## src/rtl/cl_ocl_axil_bridge.sv

```systemverilog
// AXI4-Lite slave bridging the Shell OCL BAR to the CL register core:
// AW/W pairs become a one-cycle core write strobe, AR requests are decoded against core readback.
module cl_ocl_axil_bridge #(
  parameter logic [31:0] HELLO_ADDR    = 32'h0000_0500,
  parameter logic [31:0] VLED_ADDR     = 32'h0000_0504,
  parameter logic [31:0] UNMAPPED_DATA = 32'hDEAD_BEEF
) (
  input  logic        clk_main_a0,
  input  logic        rst_main,
  input  logic        s_awvalid,
  input  logic [31:0] s_awaddr,
  output logic        s_awready,
  input  logic        s_wvalid,
  input  logic [31:0] s_wdata,
  input  logic [3:0]  s_wstrb,
  output logic        s_wready,
  output logic        s_bvalid,
  output logic [1:0]  s_bresp,
  input  logic        s_bready,
  input  logic        s_arvalid,
  input  logic [31:0] s_araddr,
  output logic        s_arready,
  output logic        s_rvalid,
  output logic [31:0] s_rdata,
  output logic [1:0]  s_rresp,
  input  logic        s_rready,
  output logic [31:0] wr_addr,
  output logic [31:0] wdata,
  output logic        wready,
  input  logic [31:0] hello_world_q_byte_swapped,
  input  logic [15:0] vled_q
);

  localparam int unsigned ADDR_W = 32;
  localparam int unsigned DATA_W = 32;
  localparam int unsigned RESP_W = 2;

  localparam logic [RESP_W-1:0] RESP_OKAY   = 2'b00;
  localparam logic [RESP_W-1:0] RESP_SLVERR = 2'b10;

  typedef enum logic [1:0] {WR_IDLE, WR_STROBE, WR_RESP} wr_state_e;
  typedef enum logic [1:0] {RD_IDLE, RD_DATA, RD_RESP} rd_state_e;

  wr_state_e           wr_state_q, wr_state_d;
  logic                aw_got_q, aw_got_d;
  logic                w_got_q, w_got_d;
  logic [ADDR_W-1:0]   wr_addr_q, wr_addr_d;
  logic [DATA_W-1:0]   wdata_q, wdata_d;
  logic                wready_q, wready_d;
  logic                bvalid_q, bvalid_d;
  logic                awready_q, awready_d;
  logic                s_wready_q, s_wready_d;

  rd_state_e           rd_state_q, rd_state_d;
  logic [ADDR_W-1:0]   araddr_q, araddr_d;
  logic                arready_q, arready_d;
  logic                rvalid_q, rvalid_d;
  logic [DATA_W-1:0]   rdata_q, rdata_d;
  logic [RESP_W-1:0]   rresp_q, rresp_d;

  logic aw_hs, w_hs, ar_hs;
  logic wstrb_unused;

  // Every write is a full word, so the strobes carry no information.
  assign wstrb_unused = ^s_wstrb;

  assign aw_hs = s_awvalid & awready_q;
  assign w_hs  = s_wvalid & s_wready_q;
  assign ar_hs = s_arvalid & arready_q;

  // Write channel: collect AW and W in any order, strobe the core, then respond on B.
  always_comb begin
    wr_state_d = wr_state_q;
    aw_got_d   = aw_got_q;
    w_got_d    = w_got_q;
    wr_addr_d  = wr_addr_q;
    wdata_d    = wdata_q;
    wready_d   = 1'b0;
    bvalid_d   = bvalid_q;
    awready_d  = 1'b0;
    s_wready_d = 1'b0;
    case (wr_state_q)
      WR_IDLE: begin
        if (aw_hs) begin
          aw_got_d  = 1'b1;
          wr_addr_d = s_awaddr;
        end
        if (w_hs) begin
          w_got_d = 1'b1;
          wdata_d = s_wdata;
        end
        if (aw_got_d && w_got_d) begin
          wr_state_d = WR_STROBE;
          wready_d   = 1'b1;
        end else begin
          awready_d  = !aw_got_d;
          s_wready_d = !w_got_d;
        end
      end
      WR_STROBE: begin
        aw_got_d   = 1'b0;
        w_got_d    = 1'b0;
        bvalid_d   = 1'b1;
        wr_state_d = WR_RESP;
      end
      WR_RESP: begin
        if (s_bready) begin
          bvalid_d   = 1'b0;
          awready_d  = 1'b1;
          s_wready_d = 1'b1;
          wr_state_d = WR_IDLE;
        end
      end
      default: begin
        wr_state_d = WR_IDLE;
        bvalid_d   = 1'b0;
      end
    endcase
  end

  // Read channel: capture AR, decode one cycle later, hold R until accepted.
  always_comb begin
    rd_state_d = rd_state_q;
    araddr_d   = araddr_q;
    arready_d  = 1'b0;
    rvalid_d   = rvalid_q;
    rdata_d    = rdata_q;
    rresp_d    = rresp_q;
    case (rd_state_q)
      RD_IDLE: begin
        if (ar_hs) begin
          araddr_d   = s_araddr;
          rd_state_d = RD_DATA;
        end else begin
          arready_d = 1'b1;
        end
      end
      RD_DATA: begin
        rvalid_d   = 1'b1;
        rd_state_d = RD_RESP;
        if (araddr_q == HELLO_ADDR) begin
          rdata_d = hello_world_q_byte_swapped;
          rresp_d = RESP_OKAY;
        end else if (araddr_q == VLED_ADDR) begin
          rdata_d = {16'h0000, vled_q};
          rresp_d = RESP_OKAY;
        end else begin
          rdata_d = UNMAPPED_DATA;
          rresp_d = RESP_SLVERR;
        end
      end
      RD_RESP: begin
        if (s_rready) begin
          rvalid_d   = 1'b0;
          arready_d  = 1'b1;
          rd_state_d = RD_IDLE;
        end
      end
      default: begin
        rd_state_d = RD_IDLE;
        rvalid_d   = 1'b0;
      end
    endcase
  end

  always_ff @(posedge clk_main_a0 or posedge rst_main) begin
    if (rst_main) begin
      wr_state_q <= WR_IDLE;
      aw_got_q   <= 1'b0;
      w_got_q    <= 1'b0;
      wr_addr_q  <= '0;
      wdata_q    <= '0;
      wready_q   <= 1'b0;
      bvalid_q   <= 1'b0;
      awready_q  <= 1'b0;
      s_wready_q <= 1'b0;
      rd_state_q <= RD_IDLE;
      araddr_q   <= '0;
      arready_q  <= 1'b0;
      rvalid_q   <= 1'b0;
      rdata_q    <= '0;
      rresp_q    <= '0;
    end else begin
      wr_state_q <= wr_state_d;
      aw_got_q   <= aw_got_d;
      w_got_q    <= w_got_d;
      wr_addr_q  <= wr_addr_d;
      wdata_q    <= wdata_d;
      wready_q   <= wready_d;
      bvalid_q   <= bvalid_d;
      awready_q  <= awready_d;
      s_wready_q <= s_wready_d;
      rd_state_q <= rd_state_d;
      araddr_q   <= araddr_d;
      arready_q  <= arready_d;
      rvalid_q   <= rvalid_d;
      rdata_q    <= rdata_d;
      rresp_q    <= rresp_d;
    end
  end

  assign s_awready = awready_q;
  assign s_wready  = s_wready_q;
  assign s_bvalid  = bvalid_q;
  assign s_bresp   = RESP_OKAY;
  assign s_arready = arready_q;
  assign s_rvalid  = rvalid_q;
  assign s_rdata   = rdata_q;
  assign s_rresp   = rresp_q;
  assign wr_addr   = wr_addr_q;
  assign wdata     = wdata_q;
  assign wready    = wready_q;

endmodule

```

## config.mk

```make
export PLATFORM = sky130hd
export DESIGN_NAME = cl_ocl_axil_bridge
export DESIGN_NICKNAME = d
export VERILOG_FILES = /design/src/rtl/cl_ocl_axil_bridge.sv
export SDC_FILE = /design/constraint.sdc
export NUM_CORES = 1
export LEC_CHECK = 0
export CAP_MARGIN = 25
export CORE_AREA = 2 2 121 123
export DETAILED_ROUTE_END_ITERATION = 6
export DIE_AREA = 0 0 123 125
export PLACE_DENSITY = 0.79
export REMOVE_ABC_BUFFERS = 1
export SYNTH_ARGS = -nofsm -noshare
export SYNTH_HDL_FRONTEND = slang
export SYNTH_SLANG_ARGS = --single-unit
```

## constraint.sdc

```tcl
create_clock -name clk_main_a0 -period 5.6 [get_ports clk_main_a0]
set_input_delay 1.12 -clock clk_main_a0 [delete_from_list [all_inputs] [get_ports clk_main_a0]]
set_output_delay 1.12 -clock clk_main_a0 [all_outputs]
set_load 0.03 [all_outputs]
```

; Word-level counts from Yosys, hierarchy flattened
; Cells that the tools add are included.
; W data, S select, Z words.
[word_totals]
ff_bits = 142
word_cells = 73
[op_classes]
eq_ne = 10
mux = 30
bitwise_logic = 5
reduce_logical = 13
[ops]
columns = cell, n
row1 = $eq A32 B11 Y1 const B, 2
row2 = $mux W32, 2
row3 = $reduce_and A2 Y1, 7
row4 = $mux W1, 13
row5 = $mux W2, 6
row6 = $pmux W2 S3, 2
row7 = $pmux W1 S2, 5
row8 = $ne A2 B2 Y1 const B, 4
row9 = $pmux W1 S3, 2
row10 = $eq A2 B1 Y1 const B, 2
row11 = $eq A2 B2 Y1 const B, 2
row12 = $logic_not A2 Y1, 2
row13 = $and A1 B1 Y1, 3
row14 = $logic_not A1 Y1, 2
row15 = $not A1 Y1, 2
row16 = $reduce_bool A2 Y1, 1
row17 = $logic_and A1 B1 Y1, 1

; Depth between registers and ports, before layout
; Gate-level depths: netlist of run 1.
[logic_depth]
depth_word = 6
mapped_depth = 5
mapped_depth_nobuf = 3

; Worst setup path before layout of run 1
; OpenSTA, ideal clock, no wires.
[synth_path]
path_kind = input to register
startpoint = input port s_arvalid
endpoint = register araddr_q[19]
setup_time_ns = 0.125
t_arrival_ns = 1.996
required_time_ns = 5.475
path_slack_ns = 3.480
path_stages = 4
cell_sequence = nand2_1 > nor3_4 > buf_2 > mux2_2
[synth_between]
elab_chain_cells = 2
[synth_rtl]
columns = element, line
row1 = "start, declared", 20  ; input logic s_arvalid,
row2 = $and A1 B1 Y1, 69  ; assign ar_hs = s_arvalid & arready_q;
row3 = $reduce_and A2 Y1 (no source line), n/a
row4 = "end signal, assigned", 194  ; araddr_q <= araddr_d;
row5 = "end, declared", 55  ; logic [ADDR_W-1:0] araddr_q, araddr_d;
; No other way between the ends.
; A chain may end at the register's enable or synchronous reset.

; Worst setup path after layout of run 1
[layout_path]
startpoint = register awready_q (netlist: s_awready)
endpoint = output port s_awready
[layout_rtl]
columns = element, line
row1 = "start, declared", 51  ; logic awready_q, awready_d;
row2 = "start signal, assigned", 191  ; awready_q <= awready_d;
row3 = "end, declared", 12  ; output logic s_awready,
; No word-level cell between the ends.

==> parameters.txt, run 1 <==
Parameter                              Value

Placed design
  Gp weighted congestion ... about 0.76
  Worst slack, placed ... 2.60 ns
  Cell area after placement ... ~8400 um^2
  I/O Buffers ... 253
  Post-detail-place hpwl ... 10800 um

Logic synthesis
  Share of flip-flops with an asynchronous set or reset ... 100%
  Post-Synthesis Cell Area ... 5830 um^2
  Commonest register cell after synthesis ... dfrtp_1
  Share of the synthesized area in the top cell type ... 60.6%
  Register area share after synthesis ... 60.6%
  Mean area per synthesized cell ... 14.1 um^2
  Yosys synthesis warning count ... 0
  Post-synthesis register bit count ... about 140
  Largest area contributor in the netlist ... dfrtp_1
  Ranking of synthesized cells by area ... dfrtp_1 61%, mux2_2 18%, mux2i_1 2.7%
  EDFF count, synth ... 0
  Synthesized instance count ... approximately 410
  Yosys cell types ... 33

Routing
  Post-DR wirelength/cell ... approximately 17 um
  First drt pass iteration count ... 4
  Number of vias per cell after detailed routing ... 5.06
  Iteration-0 DRC count of the detailed router ... 236
  Antenna violation net count after detailed routing ... 0
  DRC violation count after routing ... 0
  Post-detailed-routing wire length ... 14700 um
  Number of vias after detailed routing ... 4354

Setup path
  Kind of launch point of the worst setup path ... flip-flop
  Worst EP required ... 4.48 ns
  Count of buffering cells on the critical path with inverters included ... 1
  Critical path capture point type ... output pin
  Maximum fanout along the worst path ... 4
  Arrival time at the worst endpoint ... 1.53 ns
  Largest stage delay on the critical path ... 0.72 ns
  Crit Path Category ... reg2out
  Flop2flop setup slack ... 3.51 ns
  CP Cell Sequence ... clkdlybuf4s50_1
  Cell family with most CP delay ... buffers and inverters
  Crit-path slowest cell ... clkdlybuf4s50_1

Clocking
  CTS HTree Levels ... 4
  Clock Tree Buf Depth ... 2
  CTS tree ... yes
  Setup Buffers After CTS ... 0
  Number of clock buffers inserted by TritonCTS ... 17
  Clock Latency Late Sink ... just over 0.4 ns
  Number of sinks driven by the clock tree ... 141
  Number of buffers inserted for hold repair after clock tree synthesis ... 0
  Clock transition at the registers of the reported paths ... roughly 0.050 ns
  Clock root buffer ... clkbuf_16
  Number of resized instances in the post-cts repair step ... 0

Power
  Leak ... 3.65 nW
  Overall power after layout ... 0.00482 W
  Worst ir drop on vdd ... 0.000307 V
  PD cells ... around 530 nW/um^2

STA
  Share of the cycle needed by the critical path after routing ... a little under half
  Aggregate negative setup slack ... 0 ns
  Actual transition at the worst max-transition pin ... 0.948 ns
  Maximum achievable frequency ... 378 MHz
  Post-route setup slack ... 2.95 ns
  Tightest slew margin relative to the limit ... between 30% and 40%
  Post-layout minimum cycle time ... 2.65 ns
  Final setup vio count ... 0
  Max-slew violations ... 0
  Minimum hold slack ... 0.476 ns
  Setup repair after global routing missed its margin ... false
  Number of hold violations in the final report ... 0
  Final setup skew ... 0.00823 ns

Die
  Top-level port count ... 261
  # rows ... 44
  Width of the die ... between 100 and 150 um
  Area enclosed by the die boundary ... 15400 um^2
  Die H ... approximately 130 um
  Core ar. ... approximately 14000 um^2
  Initial cell density of the core ... 41.0%

GRT
  All-layer global routing usage ... between 15 and 20%
  Number of antenna violations at the first check in global routing ... 0
  Global-route wire length before repair ... 23100 um
  Vias in the first global route ... between 4000 and 5000
  Maximum number of pins on one net before global-route repair ... between 100 and 150
  Global route overflow ... 0

Final layout
  Number of fillers in the final layout ... 1078
  Number of inserted diodes ... 0
  Area of all placed cells without fillers ... 9050 um^2
  Number of nets in the final layout ... 819
  Area added between synthesis and finish ... 55.3%
  Share of final-layout standard cells stronger than drive strength 1 ... 21.3%

Status
  Result of the run ... finished, final reports clean

Run
  Max-cap violation count ... 0

Min path
  Class of the worst hold path ... reg2reg
synth_stat cells, drive strengths merged, types with 2 or more instances:
master,number
a41oi,13
a21oi,15
a31oi,14
nor4b,2
nor3,5
nor2b,3
mux2,96
dfrtp,141
inv,3
o41ai,3
nor4,7
o31ai,5
and4,2
buf,29
nand2,16
nor2,30
mux2i,16
nand4,2
nand3,5
state kept, by name, summed over array words and instances (netlist names), 2 cells and up:
name,cells
araddr_q,32
rd_state_q,2
s_rdata,32
wdata,32
wr_addr,32
wr_state_q,2
where the power goes:
group          internal [W]  switching (W)  leakage, nW
logic              0.000992        0.00101         1.75
registers           0.00142       0.000294         1.61
clock network      0.000689       0.000405        0.290
cell families after synthesis:
group                  share of synthesized area [%]
DFF                                             60.6
AOI/OAI and AO/OA                               6.34
muxes                                           21.3
other                                         0.0644
buffers and inverters                           3.74
and+or+nand+nor                                 7.99
worst paths after layout:
kind / startpoint / to / cells after the start
setup / recovery: s_awready / s_awready / 1
hold / removal: s_rvalid / s_rvalid / 1
setup reg to reg: araddr_q[19] / s_rdata[11] / 3
hold reg to reg: s_rvalid / s_rvalid / 1
max in group asynchronous: rst_main / wr_state_q[1] / 4
min in group asynchronous: rst_main / wdata[5] / 2
stage by stage:
stage	util, %	cells
3_5_place_dp	59.4	828
5_1_grt	63.7	861
6_report	63.7	861
4_1_cts	63.5	860
2_1_floorplan	-	386
3_3_place_gp	59.4	828
layout by cell type (no fill, tap or decap), types with 2 or more instances in the layout:
master	synthesis	routed
inv_1	3	2
nor3_4	3	3
mux2_2	93	93
clkinv_4	0	3
nor3_1	2	2
nor2b_1	3	2
nor2_1	30	30
clkdlybuf4s50_1	0	253
nor4_1	2	2
mux2i_1	16	16
a41oi_1	13	13
nor4b_4	2	2
clkinv_2	0	4
dfrtp_1	141	141
clkbuf_1	0	2
bufinv_16	0	2
mux2_1	3	3
buf_4	15	5
nand4_2	2	2
nand2_1	16	16
clkbuf_8	0	3
a31oi_1	14	14
clkbuf_16	0	17
nor4_4	2	2
o41ai_1	3	3
a21oi_1	15	15
conb_1	1	3
nor4_2	3	3
o31ai_1	5	5
nand3_1	5	5
layer usage:
layer  GRT usage, %  part of all wire [%]
met1           21.0                    37
met2           35.0                    52
met3           6.16                   7.8
met4           8.09                   2.5
met5              0                     0
final cells by class:
| type | count | area [um^2] | area share, % |
|---|---|---|---|
| Clock inverter | 10 | 114 | 1.26 |
| Clock buffer | 22 | 474 | 5.24 |
| Sequential cell | 141 | 3530 | 39.0 |
| Tap cell | 184 | 230 | 2.54 |
| Timing Repair Buffer | 259 | 2600 | 28.7 |
| Inverter | 3 | 16.3 | 0.180 |
| Multi-Input combinational cell | 242 | 2090 | 23.1 |
Note: power is estimated with default switching activity, not from simulation.
==> run 2: changes to the inputs <==
clock period = 2.5 ns   (was 5.6 ns; I/O delays follow)
==> parameters.txt, run 2 (synthesized netlist as in run 1, its figures left out) <==
Parameter                              Value

Status
  Result of the run ... finished, final reports clean

Final layout
  Area of all placed cells without fillers ... 9040 um^2
  Combined area of the multi-input logic cells ... ~2100 um^2
  Commonest non-fill, non-tap cell in the layout ... clkdlybuf4s50_1
  Highest-count cells in the layout ignoring fill and taps ... 253 x clkdlybuf4s50_1, 141 x dfrtp_1, 93 x mux2_2
  Number of cells in the finished layout apart from fillers ... 864
  Number of nets in the final layout ... 822
  Number of fillers in the final layout ... around 1100
  Register Area ... 3530 um^2
  Area added between synthesis and finish ... 55.2%
  Share of final-layout standard cells stronger than drive strength 1 ... 21.0%
  Number of inserted diodes ... 0

Power
  Switching part of the total power ... 35.8%
  Net switching power of the design ... 0.00381 W
  Leak ... 3.64 nW
  PD cells ... 1180 nW/um^2
  Clock share of power ... a little over a fifth
  Worst ir drop on vdd ... 0.000684 V
  Share of power burned in registers ... 35.5%
  Power share of the combinational group ... 43.2%
  Internal power ... 0.00683 W

Routing
  Iteration-0 DRC count of the detailed router ... 244
  First drt pass iteration count ... 4
  Antenna violation net count after detailed routing ... 0
  Number of vias after detailed routing ... ~4300
  Number of vias per cell after detailed routing ... 5.00
  DRC violation count after routing ... 0
  Post-detailed-routing wire length ... 14600 um
  Post-DR wirelength/cell ... roughly 17 um

Die
  Die H ... 125 um
  Area enclosed by the die boundary ... 15400 um^2
  Initial cell density of the core ... between 40% and 50%
  # rows ... 44
  Core ar. ... 14200 um^2
  Width of the die ... 123 um
  Top-level port count ... about 260

Setup path
  Worst EP required ... 2.00 ns
  Kind of launch point of the worst setup path ... flip-flop
  Critical path capture point type ... output pin
  CP Cell Sequence ... clkdlybuf4s50_1
  Crit-path slowest cell ... clkdlybuf4s50_1
  Maximum fanout along the worst path ... 4
  Crit Path Category ... reg2out
  Cell family with most CP delay ... buffers and inverters
  Arrival time at the worst endpoint ... 1.51 ns
  Count of buffering cells on the critical path with inverters included ... 1
  Largest stage delay on the critical path ... roughly 0.7 ns

STA
  Share of the cycle needed by the critical path after routing ... approximately 80%
  Final setup skew ... approximately 0.0048 ns
  Number of hold violations in the final report ... 0
  Actual transition at the worst max-transition pin ... around 0.87 ns
  Final setup vio count ... 0
  Post-layout minimum cycle time ... 2.01 ns
  Aggregate negative setup slack ... 0 ns
  Maximum achievable frequency ... approximately 500 MHz
  Setup repair after global routing missed its margin ... false
  Tightest slew margin relative to the limit ... 42.2%
  Max-slew violations ... 0

GRT
  Number of antenna violations at the first check in global routing ... 0
  Maximum number of pins on one net before global-route repair ... 57
  Global-route wire length before repair ... 22800 um
  Global route overflow ... 0
  All-layer global routing usage ... 19.3%
  Vias in the first global route ... 4642

Clocking
  Number of resized instances in the post-cts repair step ... 0
  Number of clock buffers inserted by TritonCTS ... 17
  Clock root buffer ... clkbuf_16
  Number of buffers inserted for hold repair after clock tree synthesis ... 0
  Number of sinks driven by the clock tree ... 141
  Setup Buffers After CTS ... 0
  Clock Latency Late Sink ... about 0.41 ns
  CTS HTree Levels ... 4
  Clock transition at the registers of the reported paths ... 0.06 ns
  Clock Tree Buf Depth ... 2
  CTS tree ... yes

Placed design
  I/O Buffers ... 253
  Cell area after placement ... 8510 um^2
  Post-detail-place hpwl ... between 10000 and 15000 um
  Placed instance count ... 832
  Gp weighted congestion ... 0.775

Run
  Max-cap violation count ... 0

Min path
  Class of the worst hold path ... in2async
==> run 2: cell count changes in the layout (fill, tap and decap cells not counted), sizes merged <==
| cell | previous run | this run |
|---|---|---|
| clkbuf | 22 | 24 |
| buf | 6 | 9 |
| clkinv | 7 | 6 |
| bufinv | 2 | 1 |
==> run 2: per-stage QoR <==
| step | setup slack (ns) | total power, W | hold slack, ns | utilization (%) |
|---|---|---|---|---|
| final | 0.495 | 0.0106 | 0.479 | 63.7 |
| after global placement | 0.528 | 0.00829 | 0.462 | 59.9 |
| after CTS | 0.462 | 0.0108 | 0.488 | 63.7 |
| after floorplan | -1.78 | 0.00649 | 0.463 | - |
| after detailed placement | 0.494 | 0.00846 | 0.476 | 59.9 |
| after global routing | 0.448 | 0.0112 | 0.507 | 63.7 |
==> run 2: metal layers <==
layer	vias to the layer above	share of wire [%]	GRT usage (%)
li1	2006	-	-
met1	2107	38	21.9
met2	185	52	33.1
met3	26	7.8	5.61
met4	0	2.9	9.02
met5	-	0	0
==> run 2: worst paths after layout <==
kind                             start          end  slack, ns  depth (start not counted)
hold reg to reg              wdata[27]    wdata[27]       0.48                          1
hold / removal                rst_main   wr_addr[4]       0.48                          2
setup reg to reg           araddr_q[0]  s_rdata[11]       0.75                          3
max in group asynchronous     rst_main  wr_addr[19]       1.35                          3
min in group clk_main_a0     wdata[27]    wdata[27]       0.48                          1
setup / recovery             s_awready    s_awready       0.49                          1
==> run 2: power by group through the flow <==
| stage | clock (W) | sequential [W] | combinational (W) |
|---|---|---|---|
| finish | 0.00227 | 0.00378 | 0.00460 |
| global route | 0.00244 | 0.00391 | 0.00486 |
| CTS | 0.00233 | 0.00380 | 0.00465 |
| detailed placement | 0 | 0.00383 | 0.00463 |
| global placement | 0 | 0.00375 | 0.00454 |
| floorplan | 0 | 0.00494 | 0.00156 |
==> run 2: area by class of cell <==
cell class,count,share of cell area [%]
inverters,3,0.180
clock inverters,8,0.747
repair buffers,262,29.3
well taps,184,2.55
flip-flops and latches,141,39.0
multi-input cells,242,23.1
clock buffers,24,5.11
==> run 3: changes to the inputs <==
clock period = 2 ns   (was 2.5 ns; I/O delays follow)
==> parameters.txt, run 3 (synthesized netlist as in run 1, its figures left out) <==
Parameter                              Value

Routing
  Antenna violation net count after detailed routing ... 0
  DRC violation count after routing ... 0
  Post-DR wirelength/cell ... 16.9 um
  Number of vias per cell after detailed routing ... 5.04
  First drt pass iteration count ... 4
  Iteration-0 DRC count of the detailed router ... 216
  Post-detailed-routing wire length ... 14700 um
  Number of vias after detailed routing ... 4372

Status
  Result of the run ... finished, final reports clean

Setup path
  Arrival time at the worst endpoint ... 1.51 ns
  CP Cell Sequence ... clkdlybuf4s50_1
  Maximum fanout along the worst path ... 4
  Kind of launch point of the worst setup path ... flip-flop
  Largest stage delay on the critical path ... just over 0.7 ns
  Cell family with most CP delay ... buffers and inverters
  Worst EP required ... 1.60 ns
  Count of buffering cells on the critical path with inverters included ... 1
  Critical path capture point type ... output pin
  Crit Path Category ... reg2out
  Crit-path slowest cell ... clkdlybuf4s50_1

Final layout
  Area added between synthesis and finish ... 58.2%
  Commonest non-fill, non-tap cell in the layout ... clkdlybuf4s50_1
  Core utilization of the finished layout ... approximately 65%
  Number of fillers in the final layout ... 1050
  Number of inserted diodes ... 0
  Combined area of the multi-input logic cells ... about 2100 um^2
  Share of final-layout standard cells stronger than drive strength 1 ... 22.2%
  Number of nets in the final layout ... 826
  Register Area ... around 3500 um^2
  Highest-count cells in the layout ignoring fill and taps ... 253 x clkdlybuf4s50_1, 141 x dfrtp_1, 93 x mux2_2

Clocking
  CTS tree ... yes
  Clock Latency Late Sink ... approximately 0.4 ns
  Clock Tree Buf Depth ... 2
  CTS HTree Levels ... 4
  Number of sinks driven by the clock tree ... roughly 140
  Clock root buffer ... clkbuf_16
  Clock transition at the registers of the reported paths ... 0.06 ns
  Number of clock buffers inserted by TritonCTS ... 17
  Number of buffers inserted for hold repair after clock tree synthesis ... 0
  Setup Buffers After CTS ... 0
  Number of resized instances in the post-cts repair step ... 0

Power
  Net switching power of the design ... 0.00481 W
  PD cells ... 1510 nW/um^2
  Switching part of the total power ... between 30% and 40%
  Worst ir drop on vdd ... 0.000771 V
  Power share of the combinational group ... between 40% and 50%
  Clock share of power ... 24.3%
  Internal power ... 0.00906 W
  Share of power burned in registers ... 34.1%
  Leak ... 3.73 nW

STA
  Minimum hold slack ... 0.373 ns
  Final setup skew ... 0.00521 ns
  Share of the cycle needed by the critical path after routing ... 95.7%
  Number of hold violations in the final report ... 0
  Setup repair after global routing missed its margin ... false
  Tightest slew margin relative to the limit ... between 60% and 70%
  Max-slew violations ... 0
  Post-layout minimum cycle time ... between 1.5 and 2 ns
  Actual transition at the worst max-transition pin ... 0.526 ns
  Maximum achievable frequency ... between 500 and 600 MHz
  Final setup vio count ... 0

Run
  Max-cap violation count ... 0

GRT
  Global route overflow ... 0
  Global-route wire length before repair ... about 23000 um
  Maximum number of pins on one net before global-route repair ... 36
  Vias in the first global route ... 4636
  Number of antenna violations at the first check in global routing ... 0
  All-layer global routing usage ... between 10% and 20%

Placed design
  Gp weighted congestion ... 0.774
  I/O Buffers ... 253
  Post-detail-place hpwl ... 11100 um

Die
  Initial cell density of the core ... 41.0%
  Die H ... 125 um
  Width of the die ... around 120 um
  Core ar. ... 14200 um^2
  # rows ... between 40 and 50
  Top-level port count ... around 260
  Area enclosed by the die boundary ... 15400 um^2

Min path
  Class of the worst hold path ... in2async
[run 3: changes by cell type in the layout (fill, tap and decap cells not counted), sizes merged]
cell	previous run	this run
clkinv	6	5
buf	9	13
clkbuf	24	22
bufinv	1	4
[run 3: worst register-to-register path: stages, from the launching register on]
cell and delay [ns]:
dfrtp_1 0.41, nor4_4 0.34, and4_2 0.61, a41oi_1 0.21
[run 3: final cells by class]
type                            count  area share (%)
Tap cell                          184            2.50
Inverter                            3           0.177
Clock buffer                       22            5.26
Multi-Input combinational cell    242            22.7
Sequential cell                   141            38.3
Timing Repair Buffer              266            29.4
Clock inverter                     10            1.74
[run 3: worst paths after layout]
| kind | start | end | slack [ns] | cells past startpoint |
|---|---|---|---|---|
| max | s_awready | s_awready | 0.09 | 1 |
| min | rst_main | wdata[5] | 0.37 | 2 |
| max reg2reg | araddr_q[12] | s_rdata[7] | 0.27 | 3 |
| min reg2reg | s_rvalid | s_rvalid | 0.48 | 1 |
| max in group asynchronous | rst_main | s_rdata[29] | 1.11 | 3 |
| min in group clk_main_a0 | s_rvalid | s_rvalid | 0.48 | 1 |
[run 3: per-layer routing]
| layer | vias up | track usage (%) | wire length (um) |
|---|---|---|---|
| li1 | 2013 | - | - |
| met1 | 2138 | 21.5 | 5610 |
| met2 | 186 | 33.1 | 7430 |
| met3 | 35 | 6.20 | 1130 |
| met4 | 0 | 9.36 | 501 |
| met5 | - | 0 | 0 |
[run 3: through the flow]
| step | power, W | instances | setup slack, ns | setup TNS [ns] | instance area [um^2] |
|---|---|---|---|---|---|
| after floorplan | 0.00812 | 386 | -2.18 | -317.66 | 5630 |
| after global placement | 0.0104 | 836 | 0.132 | 0 | 8570 |
| after detailed placement | 0.0106 | 836 | 0.104 | 0 | 8570 |
| after CTS | 0.0140 | 868 | 0.0625 | 0 | 9210 |
| after global routing | 0.0146 | 868 | 0.0145 | 0 | 9210 |
| final | 0.0139 | 868 | 0.0862 | 0 | 9210 |
[run 3: power groups by stage]
stage | sequential, W | clock [W] | combinational [W]
floorplan | 0.00617 | 0 | 0.00194
global placement | 0.00471 | 0 | 0.00568
detailed placement | 0.00480 | 0 | 0.00581
CTS | 0.00476 | 0.00343 | 0.00583
global route | 0.00487 | 0.00359 | 0.00610
finish | 0.00474 | 0.00337 | 0.00577
